`config.mk`:
```
export PLATFORM = sky130hd
export DESIGN_NAME = evt_mask_prescaler
export DESIGN_NICKNAME = d
export VERILOG_FILES = /design/src/rtl/evt_mask_prescaler.sv
export SDC_FILE = /design/constraint.sdc
export NUM_CORES = 1
export LEC_CHECK = 0
export ABC_AREA = 1
export CORE_UTILIZATION = 45
export DETAILED_ROUTE_END_ITERATION = 10
export GPL_TIMING_DRIVEN = 0
export PLACE_DENSITY = 0.73
export SLEW_MARGIN = 20
export SYNTH_ARGS = -nofsm -noshare
export SYNTH_HDL_FRONTEND = slang
export SYNTH_SLANG_ARGS = --single-unit
```
`constraint.sdc`:
```
create_clock -name clk -period 4.9 [get_ports clk]
set_input_delay 0.98 -clock clk [delete_from_list [all_inputs] [get_ports clk]]
set_output_delay 0.98 -clock clk [all_outputs]
set_load 0.05 [all_outputs]
```
`src/rtl/evt_mask_prescaler.sv`:
```
// -----------------------------------------------------------------------------
// evt_mask_prescaler
//
// Multi-channel event prescaler / mask generator for the PWM carrier block.
// Each channel detects rising edges of its carrier event (zero/period match),
// counts them and emits a one-cycle mask pulse every (compare+1) events. The
// mask pulse is used downstream to gate interrupt and update generation.
//
// Ports:
//   clk          system clock, all state changes on its rising edge
//   reset        asynchronous, active-high reset of all state
//   sync_clr     synchronous clear of every channel (highest priority)
//   int_on       global interrupt enable, gates every mask pulse
//   event_in     per-channel carrier event level (synchronous to clk)
//   pwm_on       per-channel PWM enable
//   count_en     per-channel count enable
//   mask_mode    per-channel mode, bits [2c+1:2c]:
//                  00 NO_MASK, 01 PERIODIC, 10 ONE_SHOT, 11 PERIODIC
//   event_count  per-channel compare value, bits [WIDTH*c +: WIDTH]
//   mask_out     per-channel one-cycle mask pulse (registered)
//   event_timer  per-channel current event count (status)
//   done         per-channel sticky "one-shot has fired" flag
// -----------------------------------------------------------------------------
module evt_mask_prescaler #(
  parameter int CHANNELS = 8,
  parameter int WIDTH    = 4
) (
  input  logic                      clk,
  input  logic                      reset,
  input  logic                      sync_clr,
  input  logic                      int_on,
  input  logic [CHANNELS-1:0]       event_in,
  input  logic [CHANNELS-1:0]       pwm_on,
  input  logic [CHANNELS-1:0]       count_en,
  input  logic [2*CHANNELS-1:0]     mask_mode,
  input  logic [WIDTH*CHANNELS-1:0] event_count,
  output logic [CHANNELS-1:0]       mask_out,
  output logic [WIDTH*CHANNELS-1:0] event_timer,
  output logic [CHANNELS-1:0]       done
);

  localparam logic [1:0]       MODE_NO_MASK  = 2'b00;
  localparam logic [1:0]       MODE_ONE_SHOT = 2'b10;
  localparam logic [WIDTH-1:0] TIMER_ZERO    = '0;
  localparam logic [WIDTH-1:0] TIMER_ONE     = WIDTH'(1);

  // Previous event level for edge detection. Resets to all ones so that an
  // event level that is already high when reset releases is not counted.
  // It keeps tracking event_in even during sync_clr, so a level that is high
  // across a clear is not seen as a fresh edge afterwards.
  logic [CHANNELS-1:0] event_q_reg;

  always_ff @(posedge clk or posedge reset) begin
    if (reset) begin
      event_q_reg <= '1;
    end else begin
      event_q_reg <= event_in;
    end
  end

  genvar gi;
  generate
    for (gi = 0; gi < CHANNELS; gi++) begin : g_chan
      logic [WIDTH-1:0] timer_reg;
      logic [WIDTH-1:0] compare_reg;
      logic             mask_reg;
      logic             done_reg;

      logic [1:0]       mode;
      logic [WIDTH-1:0] compare_in;
      logic             rise;
      logic             act;
      logic             no_mask;
      logic             one_shot;
      logic             step;
      logic             match;

      assign mode       = mask_mode[2*gi +: 2];
      assign compare_in = event_count[WIDTH*gi +: WIDTH];
      assign rise       = event_in[gi] & ~event_q_reg[gi];
      assign act        = pwm_on[gi] & count_en[gi];
      assign no_mask    = (mode == MODE_NO_MASK);
      assign one_shot   = (mode == MODE_ONE_SHOT);

      // A fired one-shot freezes the counter until the next clear.
      assign step  = rise & act & ~(one_shot & done_reg);

      // >= rather than == so that a timer that somehow lies beyond the
      // compare value still terminates the period instead of running on.
      assign match = step & (timer_reg >= compare_reg);

      always_ff @(posedge clk or posedge reset) begin
        if (reset) begin
          timer_reg   <= TIMER_ZERO;
          compare_reg <= TIMER_ZERO;
          mask_reg    <= 1'b0;
          done_reg    <= 1'b0;
        end else if (sync_clr) begin
          // Clear wins over any coincident edge; the edge is simply lost.
          timer_reg   <= TIMER_ZERO;
          compare_reg <= compare_in;
          mask_reg    <= 1'b0;
          done_reg    <= 1'b0;
        end else begin
          // Counter: held at zero while the channel is inactive.
          if (!act) begin
            timer_reg <= TIMER_ZERO;
          end else if (step) begin
            timer_reg <= match ? TIMER_ZERO : timer_reg + TIMER_ONE;
          end

          // Shadow compare: only refreshed while idle at a period boundary,
          // so a compare write never truncates or stretches a running period.
          if ((timer_reg == TIMER_ZERO) && !step) begin
            compare_reg <= compare_in;
          end

          // Mask pulse. NO_MASK passes every edge even on an inactive
          // channel; the other modes only pulse at the end of a period.
          if (no_mask) begin
            mask_reg <= rise & int_on;
          end else if (one_shot) begin
            mask_reg <= match & int_on & ~done_reg;
          end else begin
            mask_reg <= match & int_on;
          end

          if (one_shot && match) begin
            done_reg <= 1'b1;
          end
        end
      end

      assign event_timer[WIDTH*gi +: WIDTH] = timer_reg;
      assign mask_out[gi]                   = mask_reg;
      assign done[gi]                       = done_reg;
    end
  endgenerate

endmodule

```
==> reports/metrics.cfg <==
[sta]
slew_violations = 0
finClkSkew_ns = 0.00538
rsz0062_at_grt = no
tightest_slew_ns = 0.560
max_freq_ghz = 0.375
layout_setup_ws_ns = 2.23
fin_crit_sh = 0.545
finalHoldViolCount = 0
setup_violations = 0
slew_headroom = 0.625
final.min_clock_period_ns = 2.67
tns_ns = 0

[synthesis]
synth_area_leaders = dfrtp_1 37%, nand2_1 12%, ha_1 11%
synth_warnings = 0
synth_top_area_frac = 0.370
yosys_most_used_dff = dfrtp_1
synth_edf_count = 0
synth_common_cells = 166 x nand2_1, 123 x inv_1, 80 x dfrtp_1
synthesis.nets = 815
synth-seq-cells = 88
async_flop_share = 1.00
ys_seq_area_frac = 0.408
syn_avg_cell_area_um2 = 7.84
synth_largest_area_cell = dfrtp_1
ys_types = 29
synth_area_mm2 = 0.00542
yosysMostFrequentCell = nand2_1
syn_inst = 691

[drt]
vias_per_cell = 5.04
routed_wl_mm = 13.0
ant_nets = 0
drtIter0Drc = 188
first_pass_iters = 8
routedWlPerCell_um = 13.3
vias = 4907
drc = 10

[flow_run]
max-cap-violations = 0

[global_routing]
grt_usage = 0.225
antenna_found_initial = 0
first_global_vias = 5030
grt_max_degree = 49
grt_pass1_wl_mm = 22.4
grt-ovfl-total = 0

[setup_path]
crit_type = register to primary output
crit_slowest_cell = clkdlybuf4s50_1
crit_family = buffers and inverters
crit_fanout = 6
crit_buf_inv = 1
cp-start-kind = register
path_cells = clkdlybuf4s50_1
arrival_ns = 1.69
critPathCaptureType = primary output
cp.required_ns = 3.92
critPathMaxStageDelay_ns = 0.86

[layout]
drive_gt1_frac = 0.0867
multi_input_area_mm2 = 0.00257
fin_cells = 973
syn2layout_area_growth_pct = 32.3
final_net_count = 949
seq_area_mm2 = 0.00221
fin_util = 0.619
diodes = 0
fillers = 990

[worst_hold_path]
hold_class = register to register

[pwr]
vdd_ir_drop_max_mv = 0.249
powerDensity_mw_per_mm2 = 271
p_total_mw = 1.94
leakagePower_nw = 3.58

[placement]
port_buffers = 122
hpwl_mm = 9.81
gp_congestion = 0.874
place_inst = 957
place_ws_ns = 2.48

[clock_tree]
cts.sinks = 88
clk_latency_ns = 0.34
clk_path_buf_depth = 2
htree_levels = 3
post-cts-setup-buffers = 0
cts_tree = yes
cts_buffers = 9
path_clk_slew_ns = 0.06
cts_hold_buf = 0
cts_root_buf = clkbuf_16
cts_resized = 0

[floorplanning]
core_mm2 = 0.0116
fp.dieH_um = 112
dieWidth_um = 112
fp-row-count = 39
io_pins = 124
die-area_mm2 = 0.0125
start_util = 0.468

[run_status]
status = complete, but fails checks
violations = design-rule violations

[through the flow]
step           hold slack, ns  area, um^2
3_3_place_gp            0.471        6820
6_report                0.493        7160
4_1_cts                 0.492        7160
3_5_place_dp            0.476        6850
2_1_floorplan           0.453        5420
5_1_grt                 0.520        7160
[layout by cell type, fill, tap and decap left out, drive strengths merged]
master         count
dfstp              8
clkinv             2
buf               22
nand4             11
a21oi             36
nand3             76
nor3b              2
xnor2              3
o22ai              2
dfrtp             80
nand2            169
o21ai             44
clkinvlp           1
bufinv             1
clkdlybuf4s50    122
nor2              54
xor2               6
ha                48
nor3               5
clkbuf            12
inv              126
[tightest hold or removal path, cell delays in order, from the launching register on]
cell	delay, ns
dfrtp_1	0.35
nand2_1	0.05
o21ai_0	0.06
[cell type report]
| cell class | instances | area share |
|---|---|---|
| Buffer | 21 | 0.0220 |
| Clock buffer | 12 | 0.0372 |
| Timing Repair Buffer | 123 | 0.174 |
| Inverter | 126 | 0.0671 |
| Sequential cell | 88 | 0.309 |
| Multi-Input combinational cell | 456 | 0.359 |
| Tap cell | 143 | 0.0250 |
| Clock inverter | 4 | 0.00716 |
[per-layer routing]
metal  up-vias  wire length (um)  track usage
met3        28               803       0.0691
met2       129              6380        0.391
li1       2453                 -            -
met4         0               297       0.0793
met5         -                 0            0
met1      2297              5490        0.263
[power by group]
part           leakage, nW  switching (mW)  internal (mW)
combinational         2.29           0.248          0.165
sequential            1.13          0.0290          0.776
clock                0.155           0.289          0.437
[kinds of logic (layout without fill, tap and decap cells)]
family	Yosys count	after routing	synth area share
AO/OA/AOI/OAI	82	82	0.0827
adder cells (fa/ha/maj)	48	48	0.111
AND/OR/NAND/NOR	317	317	0.266
flip-flops	88	88	0.408
XOR/XNOR	9	9	0.0146
buffers and inverters	147	286	0.117
[final timing paths]
check / slack (ns) / to / cells past startpoint / start
worst max-delay path: 2.23 / event_timer[30] / 1 / g_chan[7].timer_reg[2]
worst min-delay path: 0.49 / g_chan[7].compare_reg[3] / 2 / g_chan[7].compare_reg[3]
worst max register to register: 3.32 / g_chan[7].compare_reg[1] / 6 / g_chan[7].timer_reg[0]
worst min register to register: 0.49 / g_chan[7].compare_reg[3] / 2 / g_chan[7].compare_reg[3]
max in group asynchronous: 3.18 / event_q_reg[1] / 3 / reset
min in group asynchronous: 1.04 / g_chan[3].timer_reg[2] / 2 / reset
Note: power is estimated with default switching activity, not from simulation.
